[src/rtl/add_seq_if.sv]
// Operand/result handshake bundle for the nibble-serial add/subtract sequencer.
// Both sides are strict valid/ready; see add_seq_ctrl for the transfer rules.
interface add_seq_if #(
  parameter int WORDS = 4
) ();
  localparam int W = 4 * WORDS;

  logic         in_valid;
  logic         in_ready;
  logic [W-1:0] a;
  logic [W-1:0] b;
  logic         cin;
  logic         op;
  logic         out_valid;
  logic         out_ready;
  logic [W-1:0] sum;
  logic         cout;
  logic         ovf;
  logic         busy;

  modport master (
    output in_valid, a, b, cin, op, out_ready,
    input  in_ready, out_valid, sum, cout, ovf, busy
  );

  modport slave (
    input  in_valid, a, b, cin, op, out_ready,
    output in_ready, out_valid, sum, cout, ovf, busy
  );
endinterface

[src/rtl/add_seq_ctrl.sv]
// Nibble-serial adder/subtractor: one shared 4-bit ripple slice processes a
// 4*WORDS-bit operation LSB nibble first, one nibble per clock.

module add4 (
  input  logic [3:0] a,
  input  logic [3:0] b,
  input  logic       ci,
  output logic [3:0] s,
  output logic       co
);
  logic c;

  always_comb begin
    c = ci;
    s = '0;
    for (int i = 0; i < 4; i++) begin
      s[i] = a[i] ^ b[i] ^ c;
      c    = (a[i] & b[i]) | (c & (a[i] ^ b[i]));
    end
    co = c;
  end
endmodule

module add_seq_ctrl #(
  parameter int WORDS = 4
) (
  input  logic        clk,
  input  logic        rst,
  add_seq_if.slave    bus,
  output logic [1:0]  dbg_state
);
  localparam int W  = 4 * WORDS;
  localparam int IW = (WORDS > 1) ? $clog2(WORDS) : 1;
  localparam logic [IW-1:0] LAST = IW'(WORDS - 1);

  typedef enum logic [1:0] {
    IDLE = 2'd0,
    RUN  = 2'd1,
    DONE = 2'd2
  } state_t;

  state_t        state_q;
  logic [IW-1:0] idx;
  logic          carry;
  logic [W-1:0]  a_r;
  logic [W-1:0]  b_r;
  logic [W-1:0]  sum_r;
  logic          cout_r;
  logic          ovf_r;

  logic [3:0]    slice_a;
  logic [3:0]    slice_b;
  logic [3:0]    slice_s;
  logic          slice_co;

  // Handshake: a transfer happens on a rising edge where valid and ready are
  // both 1. Input side is ready only in IDLE; the result is offered only in
  // DONE and held stable until taken. The two never overlap.
  always_comb begin
    slice_a = a_r[{idx, 2'b00} +: 4];
    slice_b = b_r[{idx, 2'b00} +: 4];
  end

  add4 u_slice (
    .a  (slice_a),
    .b  (slice_b),
    .ci (carry),
    .s  (slice_s),
    .co (slice_co)
  );

  always_ff @(posedge clk or posedge rst) begin
    if (rst) begin
      state_q <= IDLE;
      idx     <= '0;
      carry   <= 1'b0;
      a_r     <= '0;
      b_r     <= '0;
      sum_r   <= '0;
      cout_r  <= 1'b0;
      ovf_r   <= 1'b0;
    end else begin
      case (state_q)
        IDLE: begin
          if (bus.in_valid) begin
            // Subtraction is a + ~b + 1; the caller's cin is ignored then.
            a_r     <= bus.a;
            b_r     <= bus.op ? ~bus.b : bus.b;
            carry   <= bus.op | bus.cin;
            idx     <= '0;
            sum_r   <= '0;
            state_q <= RUN;
          end
        end
        RUN: begin
          sum_r[{idx, 2'b00} +: 4] <= slice_s;
          carry                    <= slice_co;
          if (idx == LAST) begin
            cout_r  <= slice_co;
            ovf_r   <= (a_r[W-1] == b_r[W-1]) && (slice_s[3] != a_r[W-1]);
            idx     <= '0;
            state_q <= DONE;
          end else begin
            idx <= idx + 1'b1;
          end
        end
        DONE: begin
          if (bus.out_ready) begin
            state_q <= IDLE;
          end
        end
        default: begin
          state_q <= IDLE;
        end
      endcase
    end
  end

  assign bus.in_ready  = (state_q == IDLE);
  assign bus.out_valid = (state_q == DONE);
  assign bus.busy      = (state_q == RUN) || (state_q == DONE);
  assign bus.sum       = sum_r;
  assign bus.cout      = cout_r;
  assign bus.ovf       = ovf_r;
  assign dbg_state     = state_q;
endmodule
[src/flat_wrapper.sv]
// flat-port wrapper written by rule: the top's interface ports become plain ports
module add_seq_ctrl_flat 
#(
  parameter int WORDS = 4
)
  (clk, rst, dbg_state, bus_in_valid, bus_a, bus_b, bus_cin, bus_op, bus_out_ready, bus_in_ready, bus_out_valid, bus_sum, bus_cout, bus_ovf, bus_busy);
  add_seq_if #(.WORDS(WORDS)) bus_i ();
  input  logic clk;
  input  logic rst;
  output logic [1:0] dbg_state;
  input wire logic [$bits(bus_i.in_valid)-1:0] bus_in_valid;
  input wire logic [$bits(bus_i.a)-1:0] bus_a;
  input wire logic [$bits(bus_i.b)-1:0] bus_b;
  input wire logic [$bits(bus_i.cin)-1:0] bus_cin;
  input wire logic [$bits(bus_i.op)-1:0] bus_op;
  input wire logic [$bits(bus_i.out_ready)-1:0] bus_out_ready;
  output wire logic [$bits(bus_i.in_ready)-1:0] bus_in_ready;
  output wire logic [$bits(bus_i.out_valid)-1:0] bus_out_valid;
  output wire logic [$bits(bus_i.sum)-1:0] bus_sum;
  output wire logic [$bits(bus_i.cout)-1:0] bus_cout;
  output wire logic [$bits(bus_i.ovf)-1:0] bus_ovf;
  output wire logic [$bits(bus_i.busy)-1:0] bus_busy;
  assign bus_i.in_valid = bus_in_valid;
  assign bus_i.a = bus_a;
  assign bus_i.b = bus_b;
  assign bus_i.cin = bus_cin;
  assign bus_i.op = bus_op;
  assign bus_i.out_ready = bus_out_ready;
  assign bus_in_ready = bus_i.in_ready;
  assign bus_out_valid = bus_i.out_valid;
  assign bus_sum = bus_i.sum;
  assign bus_cout = bus_i.cout;
  assign bus_ovf = bus_i.ovf;
  assign bus_busy = bus_i.busy;
  add_seq_ctrl #(.WORDS(WORDS)) u_core (.clk(clk), .rst(rst), .bus(bus_i), .dbg_state(dbg_state));
endmodule
[config.mk]
export PLATFORM = sky130hd
export DESIGN_NAME = add_seq_ctrl_flat
export DESIGN_NICKNAME = d
export VERILOG_FILES = /design/src/rtl/add_seq_if.sv /design/src/rtl/add_seq_ctrl.sv /design/src/flat_wrapper.sv
export SDC_FILE = /design/constraint.sdc
export NUM_CORES = 1
export LEC_CHECK = 0
export ABC_AREA = 0
export CORE_ASPECT_RATIO = 1.75
export CORE_MARGIN = 3
export CORE_UTILIZATION = 41
export DETAILED_ROUTE_END_ITERATION = 8
export PLACE_DENSITY_LB_ADDON = 0.12
export SETUP_SLACK_MARGIN = 0.05
export SYNTH_ARGS = -nofsm -noshare
export SYNTH_HDL_FRONTEND = slang
export SYNTH_HIERARCHICAL = 1
export SYNTH_SLANG_ARGS = --single-unit
export TNS_END_PERCENT = 10
[constraint.sdc]
create_clock -name clk -period 3.3 [get_ports clk]
set_input_delay 0.66 -clock clk [delete_from_list [all_inputs] [get_ports clk]]
set_output_delay 0.66 -clock clk [all_outputs]
set_load 0.01 [all_outputs]
# After elaboration in Yosys (flattened, before gate mapping)
# Index checks and enable logic that the tools add are counted.
# Widths: inputs -> output; s select.
[word_totals]
ff_bits = 55
latch_bits = 0
mem_bits_rw = 0
rom_bits = 0
input_bits = 38
output_inout_bits = 23
wordCells = 65
memories = 0
[op_classes]
addsub = 2
n_mul = 0
div = 0
magnitude_cmp = 0
n_eq_ne = 8
shifts = 4
mux = 13
bitwise_logic = 22
n_reduce_logical = 8
[ops]
columns = ["cell", "count"]
rows = [
  ["$mux 16", 2],
  ["$pmux 16 s2", 1],
  ["$shiftx 16x5->4", 2],
  ["$bwmux 16", 1],
  ["$not 16->16", 1],
  ["$shift 4x6->16 const A", 1],
  ["$shiftx 4x6->16", 1],
  ["$mux 2", 5],
  ["$and 1x1->1", 8],
  ["$xor 1x1->1", 8],
  ["$neg 4->6", 1],
  ["$pmux 2 s3", 1],
  ["$reduce_and 2->1", 3],
  ["$or 1x1->1", 5],
  ["$eq 2x2->1 const B", 2],
  ["$ne 2x2->1 const B", 2],
  ["$pmux 2 s2", 1],
  ["$reduce_and 3->1", 1],
  ["$add 2x1->2 const B", 1],
  ["$eq 2x1->1 const B", 1],
  ["$logic_not 2->1", 1],
  ["$ne 2x1->1 const B", 1],
  ["$pmux 1 s2", 1],
  ["$reduce_bool 2->1", 1],
  ["other kinds (5)", 5],
]

# Longest topological paths before layout
# Gate-level depths: netlist of the first run.
[depth]
ltp_word = 12
ltp_mapped = 13
ltp_nobuf = 12

# Modules after synthesis
# The synthesis of the first run kept the hierarchy.
[modules_own_cells]
columns = ["mod", "n_inst", "cells_per_inst", "area_each_um2", "seq_area_each_um2"]
rows = [
  ["add_seq_ctrl", 1, 229, 2745.1, 1376.3],
  ["add4", 1, 14, 117.6, 0.0],
]

# Least setup slack after synthesis of the first run
# No wires, ideal clock.
[synth_path]
path_type = "flip-flop to flip-flop"
from = "register u_core.idx[0]"
to = "register u_core.ovf_r (netlist: u_core/bus.ovf)"
setup_time_ns = 0.083
arrival_ns = 3.102
t_required_ns = 3.217
slack_ns = 0.115
stages_incl_launch_ff = 14
path_buffers = 1
period_less_slack_ns = 3.185
path_cell_list = "dfrtp_1 buf_4 mux4_2 fa_1 inv_1 fa_1 inv_1 fa_1 inv_1 fa_1 inv_1 nor3b_1 a21oi_1 o21ai_0"
[synth_between]
elab_chain_len = 11
word_cells_on_any_way = 20
cone_classes = "2 x eq/ne; 2 x shift; 14 x bitwise; 2 x reduce/logical"
[synth_rtl]
columns = ["item", "line_no", "rtl"]
rows = [
  ["start: declaration", "add_seq_ctrl.sv:43", "logic [IW-1:0] idx;"],
  ["start signal: assignment", "add_seq_ctrl.sv:104", "idx <= idx + 1'b1;"],
  ["$shiftx 16x5->4 *", "add_seq_ctrl.sv:61", "slice_b = b_r[{idx, 2'b00} +: 4];"],
  ["via u_core.slice_b[0]", "add_seq_ctrl.sv:52", "logic [3:0] slice_b;"],
  ["$xor 1x1->1", "add_seq_ctrl.sv:18", "c = (a[i] & b[i]) | (c & (a[i] ^ b[i]));"],
  ["$and 1x1->1", "add_seq_ctrl.sv:18", ""],
  ["$or 1x1->1 *", "add_seq_ctrl.sv:18", ""],
  ["$and 1x1->1 *", "add_seq_ctrl.sv:18", ""],
  ["$or 1x1->1 *", "add_seq_ctrl.sv:18", ""],
  ["$and 1x1->1 *", "add_seq_ctrl.sv:18", ""],
  ["$or 1x1->1 *", "add_seq_ctrl.sv:18", ""],
  ["$xor 1x1->1 *", "add_seq_ctrl.sv:17", "s[i] = a[i] ^ b[i] ^ c;"],
  ["via u_core.slice_s[3]", "add_seq_ctrl.sv:53", "logic [3:0] slice_s;"],
  ["$ne 1x1->1 *", "add_seq_ctrl.sv:100", "ovf_r <= (a_r[W-1] == b_r[W-1]) && (slice_s[3] != a_r[W-1]);"],
  ["$logic_and 1x1->1 *", "add_seq_ctrl.sv:100", ""],
  ["end signal: assignment", "add_seq_ctrl.sv:100", ""],
  ["end: declaration", "add_seq_ctrl.sv:49", "logic ovf_r;"],
]
# The timed path passes the listed nets; every way through them passes the cells marked *.
# A chain may end at the register's enable or synchronous reset.

# Worst setup path in the final report of the first run
[layout_path]
from = "register u_core.idx[0]"
to = "register u_core.ovf_r (netlist: u_core/bus.ovf)"
[layout_between]
elab_chain_len = 11
word_cells_on_any_way = 20
cone_classes = "2 x eq/ne; 2 x shift; 14 x bitwise; 2 x reduce/logical"
[layout_rtl]
columns = ["item", "line_no", "rtl"]
rows = [
  ["$shiftx 16x5->4 *", "add_seq_ctrl.sv:60", "slice_a = a_r[{idx, 2'b00} +: 4];"],
  ["via u_core.slice_a[0]", "add_seq_ctrl.sv:51", "logic [3:0] slice_a;"],
  ["$xor 1x1->1", "add_seq_ctrl.sv:18", ""],
  ["$and 1x1->1", "add_seq_ctrl.sv:18", ""],
  ["$or 1x1->1 *", "add_seq_ctrl.sv:18", ""],
  ["$and 1x1->1 *", "add_seq_ctrl.sv:18", ""],
  ["$or 1x1->1 *", "add_seq_ctrl.sv:18", ""],
  ["$and 1x1->1 *", "add_seq_ctrl.sv:18", ""],
  ["$or 1x1->1 *", "add_seq_ctrl.sv:18", ""],
  ["$xor 1x1->1 *", "add_seq_ctrl.sv:17", ""],
  ["via u_core.slice_s[3]", "add_seq_ctrl.sv:53", ""],
  ["$ne 1x1->1 *", "add_seq_ctrl.sv:100", ""],
  ["$logic_and 1x1->1 *", "add_seq_ctrl.sv:100", ""],
]
# Marks and branches as above.

==> impl_metrics.json, run 1 <==
{
  "floorplan.die_area_mm2": 0.00806,
  "maxSlewHeadroom_pct": 61.6,
  "slew_violations": 0,
  "yosysMostFrequentCell": "dfrtp_1",
  "hpwl_um": 4640,
  "p_sw_mw": 1.45,
  "min_period_ns": 3.04,
  "insertion_delay_ns": 0.29,
  "fill_cells": 603,
  "synth_nets": 294,
  "vias": 1916,
  "grt_remaining_overflow": 0,
  "post_cts_buffers": 0,
  "min_period_over_period_pct": 92.0,
  "area_growth_pct": 31.0,
  "synthTopCellsByCount": "dfrtp_1 (55), nand2_1 (30), mux2_2 (22), inv_1 (20), o21ai_0 (18)",
  "yosys.area.top_type_share_pct": 48.1,
  "cts_buffer_depth": 2,
  "power.share.clock_pct": 17.7,
  "antenna_found_initial": 0,
  "placed_area_mm2": 0.00356,
  "fin_area_mm2": 0.00375,
  "crit_path_start_kind": "register",
  "routedWlPerCell_um": 15.0,
  "die_h_um": 117,
  "reg2regPathDepth": 12,
  "finClkSkew_ns": 0.00451,
  "grtUsageTotal_pct": 15.4,
  "finalHoldViolCount": 0,
  "end_kind": "register",
  "cts_sinks": 55,
  "viasPerCell": 4.93,
  "htree_levels": 2,
  "worstPathArrival_ns": 3.25,
  "p_int_mw": 2.31,
  "switching_share_pct": 38.5,
  "multi_input_area_mm2": 0.00134,
  "critical_path_buf_inv_count": 4,
  "route.detailed.drc": 0,
  "die_w_um": 69.2,
  "path_max_fanout": 6,
  "cts_root_buffer": "clkbuf_16",
  "ys_seq_area_share_pct": 48.1,
  "instances_no_fill": 389,
  "ys_types": 34,
  "tritoncts": "built",
  "cts.clk_slew.worst_paths_ns": 0.07,
  "hp-class": "reg2reg",
  "cp_common_cell": "fa_1",
  "gp_congestion": 0.810,
  "max_stage_delay_ns": 0.53,
  "core_area_mm2": 0.00664,
  "setup_viol": 0,
  "worstPathCellList": "mux4_2 > fa_1 > inv_1 > fa_1 > inv_1 > fa_1 > inv_1 > fa_1 > inv_2 > nor3b_1 > a21oi_1 > o21ai_1",
  "power_leakage_nw": 1.59,
  "fin_util_pct": 56.5,
  "place_inst": 381,
  "ios": 61,
  "crit_type": "reg2reg",
  "synth_top_cell_by_area": "dfrtp_1",
  "grt_max_degree": 41,
  "dr.first_iter.drc_count": 75,
  "async_flop_share_pct": 100,
  "rsz0062_at_grt": "false",
  "avgSynthCellArea_um2": 11.8,
  "cp.depth": 12,
  "wl_um": 5820,
  "synth_warnings": 6,
  "worst_slew_pin_slew_ns": 0.574,
  "io_buffers": 60,
  "diodes": 0,
  "finalNetCount": 357,
  "syn_inst": 243,
  "place_ws_ns": 0.133,
  "holdPathStages": 2,
  "fmax_mhz": 329,
  "ys_seq_elements": 55,
  "outcome": "completed",
  "ant_nets": 0,
  "cts_buffers": 5,
  "dr.pass1.iters": 4,
  "setup_ws_ns": 0.263,
  "slowest_stage": "mux4_2",
  "grt_pass1_wl_um": 9720,
  "layout-drive-gt1-share_pct": 18.9,
  "syn_area_mm2": 0.00286,
  "fp-row-count": 39,
  "cap_violations": 0,
  "path_delay_family": "adder cells",
  "regArea_mm2": 0.00138,
  "grt_pass1_vias": 2012,
  "synth_area_leaders": "dfrtp_1 (48%), mux2_2 (8.7%), mux4_2 (6.3%)",
  "pwr-share-comb_pct": 52.8,
  "p_seq_share_pct": 29.5,
  "total_power_mw": 3.76,
  "synth_edf_count": 0,
  "synth_ff_type": "dfrtp_1",
  "crit_required_ns": 3.51,
  "p_per_area_mw_per_mm2": 1000,
  "timing.hold.ws_ns": 0.477,
  "ir_worst_vdd_mv": 0.441,
  "setup_tns_ns": 0,
  "initial_core_util_pct": 43.1
}
-- worst min-delay path, delay by kind of cell (launching register included) --
kind	cells	cell delay, ns
flops	1	0.34
compound gates	1	0.06
simple gates	1	0.04
-- placed cells by master, fill, tap and decap left out, types with 2 or more instances in the layout --
master | Yosys | routed
clkdlybuf4s50_1 | 0 | 60
dfrtp_1 | 55 | 54
nand2_1 | 30 | 30
mux2_2 | 22 | 22
inv_1 | 20 | 18
o21ai_0 | 18 | 17
xnor2_1 | 16 | 16
nand3_1 | 9 | 9
ha_1 | 9 | 9
mux4_2 | 8 | 8
buf_4 | 1 | 8
clkbuf_16 | 0 | 5
mux2_4 | 5 | 5
mux2i_1 | 4 | 4
nor2_1 | 4 | 4
o2bb2ai_1 | 4 | 4
nor3_1 | 4 | 4
fa_1 | 4 | 4
nand2b_1 | 3 | 3
bufinv_16 | 0 | 2
a31oi_1 | 2 | 2
o21a_1 | 2 | 2
inv_2 | 0 | 2
-- flip-flops by register name, summed over array words and instances (netlist names) --
register,flops
u_core/b_r,16
u_core/bus.ovf,1
u_core/dbg_state,2
u_core/idx,2
u_core/bus.cout,1
u_core/bus.sum,16
u_core/carry,1
u_core/a_r,16
-- final cells by class --
type	instances	share of cell area, %
clock buffers	5	3.34
clock inverters	3	1.80
flip-flops and latches	55	36.7
well taps	82	2.74
inverters	20	2.00
repair buffers	68	17.6
multi-input cells	156	35.8
-- per-layer routing --
layer	vias up	GRT usage (%)	wire, um
met5	-	0	0
met4	0	4.43	60
met3	5	2.24	196
met2	42	30.4	3370
met1	916	16.9	2190
li1	953	-	-
-- power by group through the flow --
stage	combinational (mW)	sequential (mW)	clock, mW
2_1_floorplan	1.41	1.09	0
3_3_place_gp	1.96	1.12	0
3_5_place_dp	1.98	1.12	0
4_1_cts	1.98	1.11	0.683
5_1_grt	2.22	1.14	0.707
6_report	1.99	1.11	0.665
-- repair_timing --
action	in CTS	in global routing
hold buffers	0	0
gates resized for setup	0	3
setup endpoints to repair	0	2
hold endpoints to repair	0	0
-- worst paths after layout --
check | startpoint | endpoint | slack, ns
worst min register to register | u_core/b_r[5] | u_core/b_r[5] | 0.48
min in group asynchronous | rst | u_core/bus.sum[11] | 0.72
worst max-delay path | u_core/idx[0] | u_core/bus.ovf | 0.26
worst min-delay path | u_core/b_r[5] | u_core/b_r[5] | 0.48
worst max register to register | u_core/idx[0] | u_core/bus.ovf | 0.26
max in group asynchronous | rst | u_core/idx[0] | 1.95
-- cell families after synthesis --
logic type,count (synthesis),share of synthesized area [%]
XOR/XNOR,16,4.89
AO/OA/AOI/OAI,31,6.91
multiplexers,39,19.0
flip-flops,55,48.1
buffers and inverters,32,5.07
adder cells (fa/ha/maj),13,6.73
AND/OR/NAND/NOR,57,9.35
Note: power is estimated with default switching activity, not from simulation.
==> run 2: changes to the inputs <==
==> constraint.sdc (replaced) <==
create_clock -name clk -period 3.85 [get_ports clk]
set_input_delay 0.77 -clock clk [delete_from_list [all_inputs] [get_ports clk]]
set_output_delay 0.77 -clock clk [all_outputs]
set_load 0.01 [all_outputs]
==> run 2 against run 1 <==
- design area decreased by 2.0%
- non-clock buffer count down 3
- fmax fell by 5.8%
- clock skew shrank 0.0014 ns
- count of clock-buffer cells in the layout is 1 higher
- worst setup slack better by 0.36 ns
- power is 18% lower
- clock power is 34% lower
- via count is 2.0% higher
- largest power group unchanged
==> impl_metrics.json, run 2 (synthesized netlist as in run 1, its figures left out) <==
{
  "reg2regPathDepth": 12,
  "grt_remaining_overflow": 0,
  "final_cell_mix": "clkdlybuf4s50_1 (60), dfrtp_1 (55), nand2_1 (30), mux2_2 (22), inv_1 (19)",
  "route.detailed.drc": 0,
  "crit_required_ns": 4.06,
  "wl_met2_um": 3480,
  "cts_buffers": 5,
  "worstPathCellList": "mux4_2 > fa_1 > inv_1 > fa_1 > inv_1 > fa_1 > inv_1 > fa_1 > inv_1 > nor3b_1 > a21oi_1 > o21ai_0",
  "die_w_um": 69.2,
  "antenna_found_initial": 0,
  "cts_root_buffer": "clkbuf_16",
  "insertion_delay_ns": 0.29,
  "worst_slew_pin_slew_ns": 0.715,
  "hp-class": "reg2reg",
  "outcome": "completed",
  "fmax_mhz": 310,
  "place_inst": 378,
  "io_buffers": 60,
  "ir_worst_vdd_mv": 0.370,
  "die_h_um": 117,
  "cts_buffer_depth": 2,
  "critical_path_buf_inv_count": 4,
  "cts_sinks": 55,
  "initial_core_util_pct": 43.1,
  "wl_um": 6040,
  "path_delay_family": "adder cells",
  "htree_levels": 2,
  "place_ws_ns": 0.634,
  "setup_tns_ns": 0,
  "power_leakage_nw": 1.55,
  "floorplan.die_area_mm2": 0.00806,
  "area_growth_pct": 28.4,
  "timing.critical_path.to": "u_core/bus.ovf",
  "rr_startpoint": "u_core/idx[0]",
  "dr.first_iter.drc_count": 132,
  "total_power_mw": 3.08,
  "wl_met1_um": 2300,
  "tritoncts": "built",
  "instances_no_fill": 386,
  "crit_type": "reg2reg",
  "core_area_mm2": 0.00664,
  "viasPerCell": 5.06,
  "p_per_area_mw_per_mm2": 838,
  "postCtsHoldBufs": 0,
  "slew_violations": 0,
  "diodes": 0,
  "ant_nets": 0,
  "layout-drive-gt1-share_pct": 17.1,
  "slowest_stage": "mux4_2",
  "grt_max_degree": 41,
  "r2r_slack_ns": 0.63,
  "maxSlewHeadroom_pct": 52.3,
  "end_kind": "register",
  "cts.clk_slew.worst_paths_ns": 0.07,
  "timing.hold.ws_ns": 0.487,
  "crit_path_start_kind": "register",
  "cp.depth": 12,
  "grt_pass1_vias": 2023,
  "worstReg2RegEnd": "u_core/bus.ovf",
  "finalHoldViolCount": 0,
  "cap_violations": 0,
  "finClkSkew_ns": 0.00313,
  "crit_start": "u_core/idx[0]",
  "cts_resized": 0,
  "min_period_ns": 3.22,
  "grt_pass1_wl_um": 10100,
  "post_cts_buffers": 0,
  "layout_commonest_cell": "clkdlybuf4s50_1",
  "finalNetCount": 354,
  "routedWlPerCell_um": 15.6,
  "rsz0062_at_grt": "false",
  "setup_viol": 0,
  "top_layer": "met4",
  "setup_ws_ns": 0.628,
  "dr.pass1.iters": 4,
  "met3_wirelength_um": 182,
  "path_max_fanout": 6,
  "worstPathArrival_ns": 3.43,
  "grtUsageTotal_pct": 16.0,
  "min_period_over_period_pct": 83.7,
  "gp_congestion": 0.847,
  "fp-row-count": 39,
  "vias": 1954,
  "ios": 61,
  "max_stage_delay_ns": 0.55,
  "hpwl_um": 4740
}
-- run 2: cell count changes in the layout (fill, tap and decap cells not counted), sizes merged --
cell,previous run,this run
buf,8,5
bufinv,2,0
clkbuf,5,6
clkinv,0,1
-- run 2: report_power, final --
part           switching (mW)  internal [mW]
Clock                   0.200          0.241
Combinational           0.888          0.779
Sequential              0.163          0.810
-- run 2: worst min path at each step --
stage / startpoint / endpoint / slack (ns) / cells past startpoint
floorplan: u_core/b_r[10] / u_core/b_r[10] / 0.44 / 2
global placement: u_core/b_r[7] / u_core/b_r[7] / 0.47 / 2
detailed placement: u_core/b_r[6] / u_core/b_r[6] / 0.47 / 2
CTS: u_core/b_r[6] / u_core/b_r[6] / 0.49 / 2
global route: u_core/bus.sum[9] / u_core/bus.sum[9] / 0.52 / 1
finish: u_core/b_r[6] / u_core/b_r[6] / 0.49 / 2
-- run 2: metal layers --
layer,track usage (%),vias to the layer above
li1,-,943
met1,17.7,969
met2,31.5,36
met3,2.15,6
met4,4.69,0
met5,0,-
-- run 2: layout make-up --
cell class / count / area (um2)
clock buffer: 6 / 129
fill: 628 / 2960
sequential: 55 / 1380
clock inverter: 2 / 12.5
tap: 82 / 103
timing repair buffer: 65 / 638
multi-input combinational: 156 / 1340
inverter: 20 / 75.1
-- run 2: worst min-delay path: stages (launching register included) --
cell and delay [ns]:
dfrtp_1 0.35, nand2_1 0.05, o21ai_0 0.06
-- run 2: per-stage QoR --
stage / utilization, % / cell area, um2
after floorplan: - / 2860
after global placement: 53.2 / 3530
after detailed placement: 53.2 / 3530
after CTS: 55.4 / 3670
after global routing: 55.4 / 3670
final: 55.4 / 3670
